===== src/rtl/ula_arbiter.sv =====
// Two-requester round-robin front end for the shared ULA: grants one request,
// holds its operands on the ULA inputs, and captures the result after one clock.
module ula_arbiter #(
  parameter int WIDTH = 8
) (
  input  logic             c,
  input  logic             rst_n,
  input  logic             req0,
  input  logic [1:0]       op0,
  input  logic [WIDTH-1:0] a0,
  input  logic [WIDTH-1:0] b0,
  output logic             done0,
  input  logic             req1,
  input  logic [1:0]       op1,
  input  logic [WIDTH-1:0] a1,
  input  logic [WIDTH-1:0] b1,
  output logic             done1,
  output logic [WIDTH-1:0] res,
  output logic             res_zero,
  output logic             busy,
  output logic [WIDTH-1:0] ula_a,
  output logic [WIDTH-1:0] ula_b,
  output logic [1:0]       ula_op,
  input  logic [WIDTH-1:0] ula_result,
  input  logic             ula_zero
);

  typedef enum logic [1:0] {
    S_IDLE  = 2'd0,
    S_ISSUE = 2'd1,
    S_WAIT  = 2'd2
  } state_t;

  state_t           state_q, state_d;
  logic             last_q, last_d;
  logic             gnt_q, gnt_d;
  logic [1:0]       op_q, op_d;
  logic [WIDTH-1:0] a_q, a_d;
  logic [WIDTH-1:0] b_q, b_d;
  logic [WIDTH-1:0] res_q, res_d;
  logic             zero_q, zero_d;
  logic             done0_q, done0_d;
  logic             done1_q, done1_d;

  // A requester is not eligible in the cycle its own done is high.
  logic elig0, elig1, grant;
  assign elig0 = req0 & ~done0_q;
  assign elig1 = req1 & ~done1_q;
  assign grant = (elig0 & elig1) ? ~last_q : elig1;

  always_comb begin
    state_d = state_q;
    last_d  = last_q;
    gnt_d   = gnt_q;
    op_d    = op_q;
    a_d     = a_q;
    b_d     = b_q;
    res_d   = res_q;
    zero_d  = zero_q;
    done0_d = 1'b0;
    done1_d = 1'b0;
    case (state_q)
      S_IDLE: begin
        if (elig0 | elig1) begin
          gnt_d   = grant;
          last_d  = grant;
          op_d    = grant ? op1 : op0;
          a_d     = grant ? a1 : a0;
          b_d     = grant ? b1 : b0;
          state_d = S_ISSUE;
        end
      end
      S_ISSUE: state_d = S_WAIT;
      S_WAIT: begin
        res_d   = ula_result;
        zero_d  = ula_zero;
        done0_d = ~gnt_q;
        done1_d = gnt_q;
        state_d = S_IDLE;
      end
      default: state_d = S_IDLE;
    endcase
  end

  always_ff @(posedge c or negedge rst_n) begin
    if (!rst_n) begin
      state_q <= S_IDLE;
      last_q  <= 1'b1;
      gnt_q   <= 1'b0;
      op_q    <= 2'b00;
      a_q     <= '0;
      b_q     <= '0;
      res_q   <= '0;
      zero_q  <= 1'b0;
      done0_q <= 1'b0;
      done1_q <= 1'b0;
    end else begin
      state_q <= state_d;
      last_q  <= last_d;
      gnt_q   <= gnt_d;
      op_q    <= op_d;
      a_q     <= a_d;
      b_q     <= b_d;
      res_q   <= res_d;
      zero_q  <= zero_d;
      done0_q <= done0_d;
      done1_q <= done1_d;
    end
  end

  assign done0    = done0_q;
  assign done1    = done1_q;
  assign res      = res_q;
  assign res_zero = zero_q;
  assign busy     = (state_q != S_IDLE);
  assign ula_a    = a_q;
  assign ula_b    = b_q;
  assign ula_op   = op_q;

endmodule


===== config.mk =====
export PLATFORM = sky130hd
export DESIGN_NAME = ula_arbiter
export DESIGN_NICKNAME = d
export VERILOG_FILES = /design/src/rtl/ula_arbiter.sv
export SDC_FILE = /design/constraint.sdc
export NUM_CORES = 1
export LEC_CHECK = 0
export ABC_CLOCK_PERIOD_IN_PS = 1700
export BUFFER_PORTS_ARGS = -buffer_cell sky130_fd_sc_hd__buf_2
export CAP_MARGIN = 20
export CORE_UTILIZATION = 46
export CTS_CLUSTER_SIZE = 24
export DETAILED_ROUTE_END_ITERATION = 7
export MAX_ROUTING_LAYER = met4
export PLACE_DENSITY = 0.87
export SLEW_MARGIN = 20
export SYNTH_ARGS = -nofsm -noshare
export SYNTH_HDL_FRONTEND = slang
export SYNTH_SLANG_ARGS = --single-unit

===== constraint.sdc =====
create_clock -name c -period 1.7 [get_ports c]
set_clock_uncertainty 0.15 [all_clocks]
set_input_delay 0.51 -clock c [delete_from_list [all_inputs] [get_ports c]]
set_output_delay 0.51 -clock c [all_outputs]
set_load 0.03 [all_outputs]

# Word-level counts from Yosys, hierarchy flattened
# Index checks and enable logic that the tools add are counted.
# classes
add_sub_neg,0
mul,0
div,0
magnitude_cmp,0
eq_ne,3
shifts,0
mux,8
bitwise_logic,8
reduce_logical,3
# ops
cell,count
$mux 8,2
$mux 2,2
$not 1->1,4
$pmux 2 s2,1
$and 1x1->1,3
$mux 1,3
$eq 2x1->1 const B,1
$eq 2x2->1 const B,1
$logic_not 2->1,1
$ne 2x2->1 const B,1
$reduce_and 2->1,1
$reduce_bool 2->1,1
$or 1x1->1,1
# totals
register_bits,33
latchBits,0
mem_bits_rw,0
romBits,0
output_inout_bits,30
memories,0

# Logic depth before layout (Yosys ltp)
# Gate-level depths: netlist of run 1.
# depth
depth_word,5
ltp_mapped,5

# Worst setup path before layout of run 1
# OpenSTA, ideal clock, no wires.
# synth_timing
path_kind,reg2reg
startpoint,register done1_q (netlist: done1)
endpoint,register last_q
setup_ps,82
arrival_ps,1501
t_required_ps,1468
slack_ps,-33
stages_incl_launch_ff,6
path_buffers,2
synth_period_minus_slack_ps,1733
path_cell_list,dfrtp_1 -> nand2b_1 -> buf_6 -> a21oi_4 -> buf_6 -> mux2_4
# synth_between
elab_chain_cells,4
# synth_lines
item,line,rtl
start: declaration,43,"logic done1_q, done1_d;"
start signal: assignment,107,done1_q <= done1_d;
$not 1->1 (*),48,assign elig1 = req1 & ~done1_q;
$and 1x1->1 (*),48,
$and 1x1->1 or $or 1x1->1 (tied branches),"49, 64",
$mux 1 or $reduce_and 2->1 (tied branches),n/a,
end signal: assignment,99,last_q <= last_d;
end: declaration,35,"logic last_q, last_d;"
# Every way passes the cells marked *; elsewhere a longest branch is shown, timed or not.
# A chain may end at the register's enable or synchronous reset.

# Worst setup path in the final report of run 1
# layout_timing
startpoint,register state_q[1]
endpoint,output busy
# layout_between
elab_chain_cells,1
# layout_lines
item,line,rtl
start: declaration,34,"state_t state_q, state_d;"
start signal: assignment,98,state_q <= state_d;
$reduce_bool 2->1,115,assign busy = (state_q != S_IDLE);
end: declaration,20,"output logic busy,"
# No other way between the ends.

==> metrics.md, run 1 <==
| Metric | Value |
|---|---|
| Fmax | 0.581 GHz |
| Hold Fails Final Rpt | 2 |
| Mapped Avg Cell Area | 11.9 µm² |
| Drt initial violations | 181 |
| Status | finished with violations |
| Final WL | 4370 µm |
| Synthesized net count | 193 |
| Largest net degree at the start of global routing | 20 |
| Max-cap viol count | 0 |
| Vias per cell | 5.73 |
| Vias in the first global route | 1533 |
| Remaining Overflow, GRT | 0 |
| Initial core utilization | 49.5% |
| Post-DP HPWL | 3130 µm |
| Buffers added on ports | 78 |
| Cell variety after synth | 21 |
| Worst Hold Margin | -0.00189 ns |
| RSZ-0062 raised after global routing | true |
| CTS tree | done |
| Layout area overhead | 36.2% |
| Crit Path Category | register to output port |
| Clock power frac | 13.6% |
| Die area | 0.00398 mm² |
| Total CTS buffers | 5 |
| Failing checks | hold timing, setup timing |
| Setup violators final | 1 |
| Placer Congestion | 0.831 |
| Top-area cell type share of the netlist area | 46.6% |
| Comb pwr share | 56.9% |
| Pleak | 0.00114 µW |
| Async set or reset register ratio after synthesis | 100% |
| First-pass GRT wire length | 7160 µm |
| Post-DRT Antenna Nets | 0 |
| Mapped Cells | 144 |
| Worst R2R Start | state_q[1] |
| Height of the chip | 63.1 µm |
| Max Root-Sink Buffers | 2 |
| Initial DRT Pass Iterations | 4 |
| Final WS setup | -0.0214 ns |
| Layout cells sized above 1 | 57.3% |
| Footprint of the multi-input gates | 796 µm² |
| Tcrit/Tclk final | 101% |
| Ys flop type | dfrtp_1 |
| Top fanout value on the critical path | 2 |
| Clk_lat worst skew | 0.28 ns |
| Cell taking the most area after synthesis | dfrtp_1 |
| Required time of the worst setup path | 1.04 ns |
| CTS Root Buffer Type | clkbuf_8 |
| Sequential Power Share | 29.5% |
| CP Launch Type | register |
| CP Capture Type | output port |
| Placeable Area | 0.00347 mm² |
| Worst vdd ir | 1210 µV |
| Count leader, synth | dfrtp_1 |
| Fillers | 287 |
| Final Max Tran Viols | 0 |
| Syn. warnings | 0 |
| Most frequent cells after synthesis | 32 x dfrtp_1, 18 x a221oi_1, 18 x a2bb2oi_1 |
| Register area share after synthesis | 48.1% |
| Yosys reg bits | 33 |
| Antenna fix cells | 0 |
| Sink Count | 33 |
| Worst slew margin | 73.1% |
| Layout net count | 282 |
| Die X | 63.1 µm |
| P_int | 2700 µW |
| Global-route usage over all layers | 23.7% |
| Period minus WS final | 1.72 ns |
| Crit path DAT | 1.06 ns |
| PwrDens | 2040 mW/mm² |
| Sw Share | 43.3% |
| Mapped cell area | 0.00172 mm² |
| Setup TNS Final | -0.0214 ns |
| Io pins | 79 |
| Clk slew on worst S/H paths | 0.07 ns |
| Worst-margin pin slew | 0.404 ns |
| # rows | 21 |
| Htree depth | 2 |
| Largest cells by area after synthesis | dfrtp_1 47%, a221oi_1 9.2%, a2bb2oi_1 9.2% |
| Worst Hold Class | input pin to asynchronous set/reset pin |
| Total Power | 4770 µW |
| Vias | 1604 |
| Crit. Startpoint | state_q[1] |
| NetSw | 2060 µW |
| Initial antenna violation count | 0 |
| WL per Instance | 15.6 µm |
| Register area | 828 µm² |
| Number of synthesized flops with an enable pin | 0 |
| # DRC | 0 |
flip-flops by register name, indices dropped and copies added (netlist names):
name      count
gnt_q         1
state_q       2
done1         1
done0         1
ula_op        2
last_q        1
ula_a         8
ula_b         8
res_zero      1
res           8
repair_timing:
item	4_1_cts	5_1_grt
hold buffers	0	0
cloned	0	0
setup buffers	2	1
setup endpoints to repair	2	3
gates resized for setup	5	3
pin swaps	1	0
cell type report:
class | instances | share of cell area, %
Tap cell | 46 | 2.46
Timing Repair Buffer | 98 | 23.6
Sequential cell | 33 | 35.4
Multi-Input combinational cell | 94 | 34.0
Inverter | 1 | 0.160
Clock inverter | 1 | 0.214
Clock buffer | 7 | 4.12
metal layers:
layer | up-vias | wire length, µm | track usage [%]
li1 | 736 | - | -
met1 | 782 | 1870 | 30.0
met2 | 79 | 2160 | 38.6
met3 | 7 | 295 | 4.53
met4 | 0 | 43 | 6.98
met5 | - | 0 | -
through the flow:
| step | utilization, % | worst slack, ns | std cells | area (µm²) | hold WS [ns] |
|---|---|---|---|---|---|
| floorplan | - | 0.0376 | 144 | 1720 | 0.0644 |
| global placement | 63.0 | -0.0181 | 269 | 2190 | 0.286 |
| detailed placement | 63.0 | -0.0604 | 269 | 2190 | 0.295 |
| CTS | 66.8 | -0.0194 | 279 | 2320 | 0.00228 |
| global route | 67.5 | -0.0479 | 280 | 2340 | 0.0285 |
| finish | 67.5 | -0.0214 | 280 | 2340 | -0.00189 |
layout by cell type, fill, tap and decap left out, drive strengths merged:
master	count
nor2b	1
mux2	11
clkbuf	7
nand3b	1
dfrtp	32
inv	1
buf	98
dfstp	1
a2bb2oi	18
or2	1
a221oi	18
a21oi	1
clkinv	1
nand2b	3
nor2	3
and3b	19
o21ai	18
logic make-up after synthesis:
family	share of synthesized area, %
compound gates	24.5
flops	48.1
mux	7.43
simple gates	13.3
buf+inv	6.55
final timing paths:
kind	endpoint	slack [ns]	cells past startpoint
min in group c	done0	0.31	1
setup reg to reg	ula_b[5]	0.07	5
hold reg to reg	done0	0.31	1
setup / recovery	busy	-0.02	2
max in group asynchronous	res[7]	0.91	2
hold / removal	ula_b[4]	-0.002	1
worst max-delay path, stage by stage (launching register included):
cell,delay [ns]
dfrtp_1,0.38
or2_4,0.26
buf_6,0.14
power by group through the flow:
stage / registers [µW] / logic, µW / clock network [µW]
finish: 1410 / 2710 / 648
global route: 1440 / 2880 / 695
CTS: 1400 / 2670 / 666
detailed placement: 1400 / 2590 / 0
global placement: 1400 / 2540 / 0
floorplan: 2080 / 1210 / 0
(Power assumes the default switching activity.)
==> run 2: changes to the inputs <==
- ABC_CLOCK_PERIOD_IN_PS: 1700 -> 2000
- CORE_UTILIZATION: 46 -> 50
- PLACE_DENSITY: 0.87 -> 0.93
- clock period: 1.7 -> 2 ns (I/O delays scaled with it)
==> metrics.md, run 2 (synthesis gave the netlist of run 1 again) <==
| Metric | Value |
|---|---|
| Status | finished clean |
| Antenna fix cells | 0 |
| Layout net count | 275 |
| Crit. Startpoint | state_q[0] |
| Worst-margin pin slew | 0.497 ns |
| Final std cells w/o fill | 271 |
| Final WL | 4050 µm |
| Sink Count | 33 |
| Largest net degree at the start of global routing | 34 |
| Total Power | 3780 µW |
| Worst slew margin | 66.8% |
| Hold Fails Final Rpt | 0 |
| Placeable Area | 0.00315 mm² |
| Vias per cell | 5.72 |
| Vias | 1549 |
| Htree depth | 2 |
| Die X | 60.6 µm |
| # rows | 20 |
| Required time of the worst setup path | 1.25 ns |
| Io pins | 79 |
| Clk_lat worst skew | 0.33 ns |
| Worst R2R Start | done0 |
| CP Launch Type | register |
| Tcrit/Tclk final | 97.4% |
| Setup violators final | 0 |
| Core Util, Final | 70.6% |
| Worst Hold Margin | 0.126 ns |
| Placer Congestion | 0.851 |
| Initial DRT Pass Iterations | 4 |
| Layout cells sized above 1 | 54.2% |
| # DRC | 0 |
| Worst vdd ir | 801 µV |
| Top fanout value on the critical path | 6 |
| Max Root-Sink Buffers | 2 |
| Initial core utilization | 54.5% |
| Global-route usage over all layers | 25.2% |
| Post-DP HPWL | 2950 µm |
| Post-DRT Antenna Nets | 0 |
| Die area | 0.00367 mm² |
| RSZ-0062 raised after global routing | false |
| Final Max Tran Viols | 0 |
| WL per Instance | 14.9 µm |
| Clk slew on worst S/H paths | 0.10 ns |
| Period minus WS final | 1.95 ns |
| Total CTS buffers | 5 |
| Setup TNS Final | 0 ns |
| Buffers added on ports | 78 |
| Commonest non-fill, non-tap cell in the layout | buf_2 |
| PwrDens | 1700 mW/mm² |
| Commonest cells after routing, fill and taps aside | 78 x buf_2, 32 x dfrtp_1, 18 x a221oi_1, 18 x a2bb2oi_1, 17 x o21ai_0 |
| Pleak | 0.00108 µW |
| CP Capture Type | output port |
| Max-cap viol count | 0 |
| CTS tree | done |
| Drt initial violations | 114 |
| Fmax | 0.513 GHz |
| Vias in the first global route | 1471 |
| Initial antenna violation count | 0 |
| Placed Instances | 263 |
| Remaining Overflow, GRT | 0 |
| Layout area overhead | 29.5% |
| Crit path DAT | 1.20 ns |
| Reg2reg path depth | 4 |
| Fillers | 270 |
| Worst Hold Class | input pin to asynchronous set/reset pin |
| # Post-CTS Setup Buffers | 0 |
| Crit Path Category | register to output port |
| CTS Root Buffer Type | clkbuf_4 |
| Height of the chip | 60.6 µm |
| First-pass GRT wire length | 6560 µm |
## run 2: cell count changes in the layout (fill, tap and decap cells not counted), moves of 2 or more
cell      previous run  this run
buf_2               76        78
buf_6                2         0
clkbuf_8             7         2
clkbuf_4             0         5
a221oi_2             2         0
buf_4               20        13
a221oi_1            16        18
## run 2: timing repair
item | CTS | global route
resized for setup | 1 | 0
hold buffers | 0 | 0
endpoints found under the setup margin | 1 | 0
## run 2: layout make-up
type                       count  area, µm²  share of cell area [%]
sequential                    33        827                    37.2
multi-input combinational     94        781                    35.1
timing repair buffer          91        488                    21.9
clock buffer                   7       65.1                    2.92
tap                           44       55.1                    2.47
clock inverter                 1       5.00                   0.225
inverter                       1       3.75                   0.169
## run 2: path summary, 6_finish.rpt
kind / endpoint / slack, ns
max in group asynchronous: last_q / 1.24
min in group c: done0 / 0.31
setup reg to reg: ula_a[2] / 0.28
hold reg to reg: done0 / 0.31
setup / recovery: busy / 0.05
hold / removal: ula_b[6] / 0.13
## run 2: power breakdown
part / switching [µW] / internal, µW / total, µW
registers: 179 / 1010 / 1190
clock network: 219 / 204 / 422
logic: 1280 / 888 / 2170
## run 2: metrics by stage
step,setup WS (ns),instance area (µm²)
after floorplan,0.266,1720
after global placement,0.0648,2150
after detailed placement,0.0606,2150
after CTS,0.0410,2220
after global routing,0.0101,2220
final,0.0521,2220
## run 2: layer usage
metal  wire length, µm  vias up  global-route usage, %
li1                  -      726                      -
met1              1750      748                   29.4
met2              1980       69                   43.3
met3               268        6                   5.12
met4                54        0                   8.77
met5                 0        -                      -
## run 2: critical path, cell delays in order (launching register included)
cell	delay [ns]
dfrtp_1	0.40
or2_4	0.28
buf_2	0.18
==> run 3: changes to the inputs <==
- ABC_AREA: default -> 1
- ABC_CLOCK_PERIOD_IN_PS: 2000 -> 2460
- CORE_UTILIZATION: 50 -> 49
- PLACE_DENSITY: 0.93 -> default
- PLACE_DENSITY_LB_ADDON: default -> 0.2
- clock period: 2 -> 2.46 ns (I/O delays scaled with it)
==> metrics.md, run 3 <==
| Metric | Value |
|---|---|
| Tcrit/Tclk final | 81.4% |
| Final WS setup | 0.458 ns |
| Worst slew margin | 52.2% |
| Largest cells by area after synthesis | dfrtp_1 48%, nand2_1 14%, nand3_1 11% |
| Status | finished clean |
| Hold Fails Final Rpt | 0 |
| Crit path DAT | 1.11 ns |
| RR Endpoint | ula_b[7] |
| Clk slew on worst S/H paths | 0.10 ns |
| Antenna fix cells | 0 |
| Initial antenna violation count | 0 |
| Hold depth | 1 |
| Top fanout value on the critical path | 3 |
| Setup violators final | 0 |
| Top-area cell type share of the netlist area | 48.2% |
| CP Capture Type | output port |
| Global-route usage over all layers | 22.3% |
| Initial DRT Pass Iterations | 4 |
| Core Util, Final | 67.7% |
| Cell variety after synth | 17 |
| Worst-margin pin slew | 0.717 ns |
| Post-CTS resize count | 0 |
| Post-DRT Antenna Nets | 0 |
| R2r setup slk | 0.84 ns |
| Hold_buf cts | 0 |
| Cell taking the most area after synthesis | dfrtp_1 |
| Mapped Avg Cell Area | 8.26 µm² |
| Count leader, synth | nand2_1 |
| Post-DP HPWL | 2540 µm |
| Final Max Tran Viols | 0 |
| Register area share after synthesis | 49.8% |
| CTS tree | done |
| # Post-CTS Setup Buffers | 0 |
| Total CTS buffers | 5 |
| CTS Root Buffer Type | clkbuf_4 |
| Number of synthesized flops with an enable pin | 0 |
| Worst hold start | gnt_q |
| Required time of the worst setup path | 1.57 ns |
| First-pass GRT wire length | 5760 µm |
| Yosys reg bits | 33 |
| Max-cap viol count | 0 |
| Largest net degree at the start of global routing | 34 |
| Synthesized net count | 250 |
| Die area | 0.00363 mm² |
| CP Launch Type | register |
| Period minus WS final | 2.00 ns |
| Async set or reset register ratio after synthesis | 100% |
| Die X | 60.2 µm |
| Ys flop type | dfrtp_1 |
| WL per Instance | 10.8 µm |
| Remaining Overflow, GRT | 0 |
| Layout net count | 329 |
| Worst Hold End | done0 |
| Sink Count | 33 |
| Mapped Cells | 201 |
| Commonest non-fill, non-tap cell in the layout | buf_2 |
| Reg2reg path depth | 7 |
| Htree depth | 2 |
| Initial core utilization | 53.1% |
| Worst R2R Start | done0 |
| Setup TNS Final | 0 ns |
| DP Worst Slack | 0.463 ns |
| Worst Hold Class | register to register |
| Vias | 1505 |
| Crit Path Category | register to output port |
| Buffers added on ports | 78 |
| Worst vdd ir | 714 µV |
| Syn. warnings | 0 |
| PwrDens | 1350 mW/mm² |
| Commonest cells after routing, fill and taps aside | 78 x buf_2, 61 x nand2_1, 43 x inv_1 |
| # rows | 20 |
| Io pins | 79 |
| Max Root-Sink Buffers | 2 |
| Drt initial violations | 74 |
| Mapped cell area | 0.00166 mm² |
| Vias per cell | 4.63 |
| RSZ-0062 raised after global routing | false |
| Layout area overhead | 27.5% |
| Layout cells sized above 1 | 34.2% |
| Vias in the first global route | 1375 |
| # DRC | 0 |
| Placeable Area | 0.00313 mm² |
| Placer Congestion | 0.752 |
| Height of the chip | 60.2 µm |
| Fmax | 0.499 GHz |
| Pleak | 0.00131 µW |
| Final WL | 3530 µm |
| Clk_lat worst skew | 0.32 ns |
| Most frequent cells after synthesis | 61 x nand2_1, 43 x inv_1, 36 x nand3_1 |
-- run 3: cell count changes after synthesis, moves of 3 or more --
cell       change
and3b_1        -9
o21ai_0       -17
a221oi_1      -18
clkbuf_1       -6
a2bb2oi_1     -18
nand3_1       +36
and3b_2       -10
mux2_2         -9
nand2b_1       -3
inv_1         +42
mux2_1         +8
nand2_1       +61
-- run 3: kinds of logic (layout without fill, tap and decap cells) --
family	count (synthesis)	count (layout)	synth area share (%)
AND/OR/NAND/NOR	105	105	27.8
flip-flops	33	33	49.8
AO/OA/AOI/OAI	1	1	0.301
multiplexers	9	9	6.10
buffers and inverters	53	133	16.0
-- run 3: area by class of cell --
type / instances / area (µm²)
timing repair buffer: 82 / 420
tap: 44 / 55.1
sequential: 33 / 827
multi-input combinational: 115 / 568
clock buffer: 7 / 55.1
clock inverter: 1 / 30.0
inverter: 43 / 161
fill: 279 / 1010
-- run 3: metal layers --
metal  track usage [%]  part of all wire [%]  vias up
li1                  -                     -      761
met1              28.3                    46      696
met2              34.7                    48       43
met3              4.76                   5.2        5
met4              8.64                   1.0        0
met5                 -                     0        -
-- run 3: worst max path at each step --
| stage | endpoint | cells past startpoint | startpoint | slack (ns) |
|---|---|---|---|---|
| final | busy | 3 | state_q[0] | 0.46 |
| after global routing | busy | 3 | state_q[0] | 0.40 |
| after CTS | busy | 3 | state_q[0] | 0.44 |
| after detailed placement | ula_b[7] | 7 | req0 | 0.46 |
| after global placement | ula_a[4] | 7 | req1 | 0.49 |
| after floorplan | ula_a[0] | 7 | req1 | 0.86 |
-- run 3: where the power goes --
part           leakage [µW]  internal (µW)  total (µW)  switching, µW
Combinational      0.000866            451        1490           1040
Sequential         0.000398            820         960            140
Clock             0.0000455            243         420            178
-- run 3: per-stage QoR --
stage / cells / instance area (µm²) / hold slack (ns) / total power (µW)
floorplan: 201 / 1660 / 0.253 / 2120
global placement: 317 / 2030 / 0.262 / 2440
detailed placement: 317 / 2030 / 0.269 / 2470
CTS: 325 / 2120 / 0.290 / 2900
global route: 325 / 2120 / 0.335 / 3080
finish: 325 / 2120 / 0.285 / 2870
-- run 3: critical path: stages (launching register included) --
cell,delay [ns]
dfrtp_1,0.41
nor2_2,0.16
inv_1,0.05
buf_2,0.18
